**config.mk**
```make
export PLATFORM = sky130hd
export DESIGN_NAME = sa2_feeder_flat
export DESIGN_NICKNAME = d
export VERILOG_FILES = /design/src/rtl/sa2_feeder_if.sv /design/src/rtl/sa2_feeder.sv /design/src/flat_wrapper.sv
export SDC_FILE = /design/constraint.sdc
export NUM_CORES = 1
export LEC_CHECK = 0
export ABC_AREA = 1
export CAP_MARGIN = 20
export CORE_ASPECT_RATIO = 0.5
export CORE_UTILIZATION = 30
export CTS_CLUSTER_SIZE = 20
export DETAILED_ROUTE_END_ITERATION = 10
export SLEW_MARGIN = 20
export SYNTH_ARGS = -nofsm -noshare
export SYNTH_HDL_FRONTEND = slang
export SYNTH_SLANG_ARGS = --single-unit
```
**constraint.sdc**
```tcl
create_clock -name clk -period 1.6 [get_ports clk]
set_clock_uncertainty 0.05 [all_clocks]
set_input_delay 0.24 -clock clk [delete_from_list [all_inputs] [get_ports clk]]
set_output_delay 0.24 -clock clk [all_outputs]
set_load 0.005 [all_outputs]
```
**src/rtl/sa2_feeder_if.sv**
```systemverilog
// rtl/sa2_feeder_if.sv - operand beat stream and result port for sa2_feeder
interface sa2_feeder_if #(
  parameter int WIDTH   = 8,
  parameter int C_WIDTH = 32
) ();
  logic                   in_valid;
  logic                   in_ready;
  logic [2*WIDTH-1:0]     in_act;
  logic [2*WIDTH-1:0]     in_weight;
  logic                   res_valid;
  logic                   res_ready;
  logic [4*C_WIDTH-1:0]   res_data;

  // master: operand producer / result consumer; slave: the feeder
  modport master (
    output in_valid, in_act, in_weight, res_ready,
    input  in_ready, res_valid, res_data
  );

  modport slave (
    input  in_valid, in_act, in_weight, res_ready,
    output in_ready, res_valid, res_data
  );
endinterface

```
**src/rtl/sa2_feeder.sv**
```systemverilog
// rtl/sa2_feeder.sv - operand skew feeder and result collector for a 2x2 systolic array
module sa2_feeder #(
  parameter int WIDTH   = 8,
  parameter int C_WIDTH = 32,
  parameter int K_WIDTH = 8,
  parameter int DRAIN   = 4
) (
  input  logic                 clk,
  input  logic                 rstn,
  input  logic                 start,
  input  logic [K_WIDTH-1:0]   k_len,
  output logic                 busy,
  sa2_feeder_if.slave          bus,
  output logic [2*WIDTH-1:0]   sa_activation,
  output logic [2*WIDTH-1:0]   sa_weight,
  output logic                 sa_control,
  input  logic [4*C_WIDTH-1:0] sa_c_out
);

  localparam int DW = (DRAIN > 1) ? $clog2(DRAIN) : 1;

  typedef enum logic [2:0] {
    S_IDLE,
    S_CLEAR,
    S_STREAM,
    S_FLUSH,
    S_RESULT
  } state_t;

  state_t               state;
  state_t               state_nx;
  logic [K_WIDTH-1:0]   k_len_q;
  logic [K_WIDTH-1:0]   beat_cnt;
  logic [DW-1:0]        drain_cnt;
  logic [4*C_WIDTH-1:0] res_data_q;

  logic [WIDTH-1:0]     a0_q;
  logic [WIDTH-1:0]     w0_q;
  logic [WIDTH-1:0]     a1_d;
  logic [WIDTH-1:0]     w1_d;
  logic [WIDTH-1:0]     a1_q;
  logic [WIDTH-1:0]     w1_q;

  logic                 in_ready_w;
  logic                 accept;
  logic                 last_beat;
  logic                 last_drain;

  assign in_ready_w = (state == S_STREAM);
  assign accept     = bus.in_valid && in_ready_w;
  assign last_beat  = accept && (beat_cnt == k_len_q - K_WIDTH'(1));
  assign last_drain = (state == S_FLUSH) && (drain_cnt == DW'(DRAIN - 1));

  assign bus.in_ready  = in_ready_w;
  assign bus.res_valid = (state == S_RESULT);
  assign bus.res_data  = res_data_q;
  assign busy          = (state != S_IDLE);
  assign sa_control    = (state == S_CLEAR);
  assign sa_activation = {a0_q, a1_q};
  assign sa_weight     = {w0_q, w1_q};

  always_ff @(posedge clk or negedge rstn) begin
    if (!rstn) begin
      state <= S_IDLE;
    end else begin
      state <= state_nx;
    end
  end

  always_comb begin
    state_nx = state;
    case (state)
      S_IDLE:   if (start) state_nx = S_CLEAR;
      S_CLEAR:  state_nx = (k_len_q == '0) ? S_FLUSH : S_STREAM;
      S_STREAM: if (last_beat) state_nx = S_FLUSH;
      S_FLUSH:  if (last_drain) state_nx = S_RESULT;
      S_RESULT: if (bus.res_ready) state_nx = S_IDLE;
      default:  state_nx = S_IDLE;
    endcase
  end

  always_ff @(posedge clk or negedge rstn) begin
    if (!rstn) begin
      k_len_q    <= '0;
      beat_cnt   <= '0;
      drain_cnt  <= '0;
      res_data_q <= '0;
    end else begin
      if (state == S_IDLE && start) begin
        k_len_q <= k_len;
      end
      if (state == S_CLEAR) begin
        beat_cnt <= '0;
      end else if (accept) begin
        beat_cnt <= beat_cnt + K_WIDTH'(1);
      end
      if (state == S_FLUSH) begin
        drain_cnt <= drain_cnt + DW'(1);
      end else begin
        drain_cnt <= '0;
      end
      if (last_drain) begin
        res_data_q <= sa_c_out;
      end
    end
  end

  // Lane 1 runs one stage behind lane 0; a zero is shifted in whenever no beat is taken.
  always_ff @(posedge clk or negedge rstn) begin
    if (!rstn) begin
      a0_q <= '0;
      w0_q <= '0;
      a1_d <= '0;
      w1_d <= '0;
      a1_q <= '0;
      w1_q <= '0;
    end else begin
      a0_q <= accept ? bus.in_act[2*WIDTH-1:WIDTH]    : '0;
      w0_q <= accept ? bus.in_weight[2*WIDTH-1:WIDTH] : '0;
      a1_d <= accept ? bus.in_act[WIDTH-1:0]          : '0;
      w1_d <= accept ? bus.in_weight[WIDTH-1:0]       : '0;
      a1_q <= a1_d;
      w1_q <= w1_d;
    end
  end

endmodule
```
**src/flat_wrapper.sv**
```systemverilog
// flat-port wrapper written by rule: the top's interface ports become plain ports
module sa2_feeder_flat 
#(
  parameter int WIDTH   = 8,
  parameter int C_WIDTH = 32,
  parameter int K_WIDTH = 8,
  parameter int DRAIN   = 4
)
  (clk, rstn, start, k_len, busy, sa_activation, sa_weight, sa_control, sa_c_out, bus_in_valid, bus_in_act, bus_in_weight, bus_res_ready, bus_in_ready, bus_res_valid, bus_res_data);
  sa2_feeder_if #(.WIDTH(WIDTH), .C_WIDTH(C_WIDTH)) bus_i ();
  input  logic clk;
  input  logic rstn;
  input  logic start;
  input  logic [K_WIDTH-1:0] k_len;
  output logic busy;
  output logic [2*WIDTH-1:0] sa_activation;
  output logic [2*WIDTH-1:0] sa_weight;
  output logic sa_control;
  input  logic [4*C_WIDTH-1:0] sa_c_out;
  input wire logic [$bits(bus_i.in_valid)-1:0] bus_in_valid;
  input wire logic [$bits(bus_i.in_act)-1:0] bus_in_act;
  input wire logic [$bits(bus_i.in_weight)-1:0] bus_in_weight;
  input wire logic [$bits(bus_i.res_ready)-1:0] bus_res_ready;
  output wire logic [$bits(bus_i.in_ready)-1:0] bus_in_ready;
  output wire logic [$bits(bus_i.res_valid)-1:0] bus_res_valid;
  output wire logic [$bits(bus_i.res_data)-1:0] bus_res_data;
  assign bus_i.in_valid = bus_in_valid;
  assign bus_i.in_act = bus_in_act;
  assign bus_i.in_weight = bus_in_weight;
  assign bus_i.res_ready = bus_res_ready;
  assign bus_in_ready = bus_i.in_ready;
  assign bus_res_valid = bus_i.res_valid;
  assign bus_res_data = bus_i.res_data;
  sa2_feeder #(.WIDTH(WIDTH), .C_WIDTH(C_WIDTH), .K_WIDTH(K_WIDTH), .DRAIN(DRAIN)) u_core (.clk(clk), .rstn(rstn), .start(start), .k_len(k_len), .busy(busy), .bus(bus_i), .sa_activation(sa_activation), .sa_weight(sa_weight), .sa_control(sa_control), .sa_c_out(sa_c_out));
endmodule
```
==> results of run 1 <==
cell families (layout without fill, tap and decap cells):
| kind of cell | Yosys count | count (layout) | share of synthesized area, % |
|---|---|---|---|
| AOI/OAI and AO/OA | 17 | 17 | 1.153 |
| adders and majority gates | 4 | 4 | 0.6317 |
| and+or+nand+nor | 142 | 142 | 7.296 |
| muxes | 129 | 129 | 23.07 |
| buffers and inverters | 85 | 499 | 5.290 |
| xor gates and xnor gates | 3 | 3 | 0.3317 |
| DFF | 197 | 197 | 62.22 |
worst max-delay path, stage by stage, from the launching register on:
cell and delay, ps:
dfrtp_1 370, inv_2 50, buf_6 120, nor3_4 290
nand2_8 120, buf_12 170, clkbuf_16 160, mux2_4 290
cell usage after synthesis:
cell and n:
nor4_1 1, nor3_1 6, o21ai_0 2, nor3_4 1, o211ai_1 1, inv_1 65
o22ai_1 1, nor2_1 62, nand2_2 1, nand2_1 57, buf_1 3, dfrtp_1 197
nand4_1 2, inv_2 1, ha_1 4, a211oi_1 1, buf_6 13, a21oi_1 12
buf_2 2, mux2_2 20, xnor2_1 1, mux2_4 100, xor2_1 2, mux2_1 9
nand3_1 12, clkbuf_1 1
state kept, by name, indices dropped and copies added (netlist names):
name and cells:
u_core.w1_q 8, u_core.w1_d 8, u_core.w0_q 8, u_core.bus.res_data 128, u_core.drain_cnt 2, u_core.a0_q 8, u_core.beat_cnt 8, u_core.a1_d 8
u_core.state 3, u_core.a1_q 8, u_core.k_len_q 8
stage by stage:
stage,area (um2),total power (uW),util (%)
detailed placement,11940,17130,46.72
global route,12910,22290,50.52
floorplan,7923,11620,-
global placement,11940,16990,46.72
CTS,12600,21040,49.34
finish,12910,20990,50.52
metal layers:
metal | vias to the layer above | routed length [um] | track usage [%]
met2 | 78 | 12420 | 29.17
met4 | 0 | 332 | 5.482
met3 | 21 | 578 | 3.682
li1 | 2658 | - | -
met5 | - | 0 | 0
met1 | 2826 | 9133 | 19.37
repair_timing:
| action | in CTS | in global routing |
|---|---|---|
| hold endpoints to repair | 38 | 0 |
| gates resized for setup | 180 | 47 |
| setup endpoints to repair | 234 | 159 |
| hold buffers | 1 | 0 |
| pin swaps | 3 | 8 |
| setup buffers | 21 | 6 |
| cloned | 0 | 4 |
final cells by class:
type	instances	area [um2]	share of cell area, %
clock buffer	19	452.9	3.509
clock inverter	13	166.4	1.289
inverter	66	257.7	1.997
multi-input combinational	295	2694	20.87
sequential	197	4930	38.20
tap	344	430.4	3.335
timing repair buffer	401	3975	30.80
cell usage in the layout (no fill, tap or decap), types with 3 or more instances in the layout:
| master | n |
|---|---|
| dlymetal6s2s_1 | 18 |
| buf_6 | 12 |
| mux2_1 | 9 |
| nand3_1 | 9 |
| clkbuf_8 | 3 |
| buf_12 | 10 |
| dlygate4sd2_1 | 140 |
| nor2_1 | 58 |
| nand2_2 | 3 |
| bufinv_16 | 3 |
| clkdlybuf4s50_1 | 173 |
| nor3_1 | 3 |
| inv_1 | 58 |
| nand3_4 | 3 |
| inv_2 | 5 |
| inv_6 | 6 |
| nor2_4 | 3 |
| mux2_4 | 100 |
| clkinvlp_4 | 3 |
| clkbuf_16 | 21 |
| a21oi_1 | 12 |
| ha_1 | 3 |
| nand2_1 | 53 |
| mux2_2 | 20 |
| buf_4 | 37 |
| dfrtp_1 | 197 |
| buf_8 | 3 |
where the power goes:
part / internal, uW / switching (uW) / total, uW
registers: 7030 / 1130 / 8160
clock network: 2560 / 1980 / 4540
logic: 5270 / 3020 / 8290
path summary, 6_finish.rpt:
path	to	depth (start not counted)	start	slack, ps
max reg2reg	u_core.bus.res_data[113]	7	u_core.state[0]	-140
min in group clk	u_core.w0_q[4]	3	bus_in_weight[12]	250
min reg2reg	u_core.w1_q[6]	0	u_core.w1_d[6]	300
min	u_core.w1_d[4]	2	rstn	230
max in group asynchronous	u_core.bus.res_data[100]	3	rstn	640
max	u_core.bus.res_data[113]	7	u_core.state[0]	-140
==> out/results.tsv, run 1 <==
metric	value	unit
cell row count	41	
Clock Path Buffers	2	
Synth area leaders	dfrtp_1 (62%), mux2_4 (19%), inv_1 (3.1%)	
CP required	1880	ps
yosys warns	0	
Crit Path Max Fanout	6	
fin cells	1335	
Pwr per Cell Area	1627	nW/um2
gr usage total	16.22	%
status	complete, but fails checks	
worst min-delay path category	input pin to asynchronous set/reset pin	
Die Wd	231.8	um
Synth Register Bits	197	
failing checks	negative setup slack	
Final Hold Slack	228.4	ps
Area growth syn-to-layout	62.90	%
Worst-path clk slew	70	ps
RSZ-0062 raised after global routing	yes	
Slew headroom	73.23	%
syn_area_per_cell	13.73	um2
drt total wl	22470	um
crit path kind	flop to flop	
layout cell share with drive strength beyond 1	24.92	%
measured slew at the worst slew-check pin	401.5	ps
Setup TNS	-10820	ps
setup ws final	-141.7	ps
Setup Slack @ Placement	-221.8	ps
Final period util	108.9	%
CTS Buf Count	17	
CP endpoint kind	flop	
core box area	25550	um2
placer's final routability congestion estimate	0.8219	
count of input and output buffers	336	
Filler cells	2296	
hpwl dp	16840	um
placed cells	1271	
antenna violations before repair	0	
register area share after synthesis	62.22	%
worst skew pair latency	440	ps
grt ovf	0	
final worst path period need	1742	ps
net count after synthesis	754	
leading area contributor after synthesis	dfrtp_1	
initial DRC count	240	
VDD IR-drop max	0.8788	mV
final hold violation count	0	
max_cap viols	0	
DRC	0	
Worst setup SP type	flop	
Final setup viols	119	
routed len/inst	16.83	um
Clock Sinks	197	
Yosys cell types	26	
first-pass detailed-route iteration total	5	
H-Tree Depth	4	
leakage power	0.006748	uW
cell area after synthesis	7923	um2
number of global-route vias before repair	5783	
nets	1155	
via count	5583	
Post-Syn Instances	577	
Initial Utilization	31.01	%
CTS tree	yes	
clk root buf	clkbuf_16	
Die ar.	27100	um2
vias per inst	4.182	
Die Span Y	116.9	um
Inserted Diodes	0	
Final Max Slew Viols	0	
Antenna Nets Post-Route	0	
CP arrival	2020	ps
largest net degree at the start of global routing	46	
first-pass GRT wire length	33000	um
Boundary Pins	337	
fmax	574.2	MHz
area share of the largest cell type after synthesis	62.22	%
Power figures use the tool's default switching activity.
==> inputs of run 2 (changes only) <==
--- a/config.mk
+++ b/config.mk
@@ -11,6 +11,7 @@
 export CORE_UTILIZATION = 30
 export CTS_CLUSTER_SIZE = 20
 export DETAILED_ROUTE_END_ITERATION = 10
+export GPL_ROUTABILITY_DRIVEN = 0
 export SLEW_MARGIN = 20
 export SYNTH_ARGS = -nofsm -noshare
 export SYNTH_HDL_FRONTEND = slang
==> results of run 2 <==
The final DEF is identical to that of run 1; final timing and power are the same.
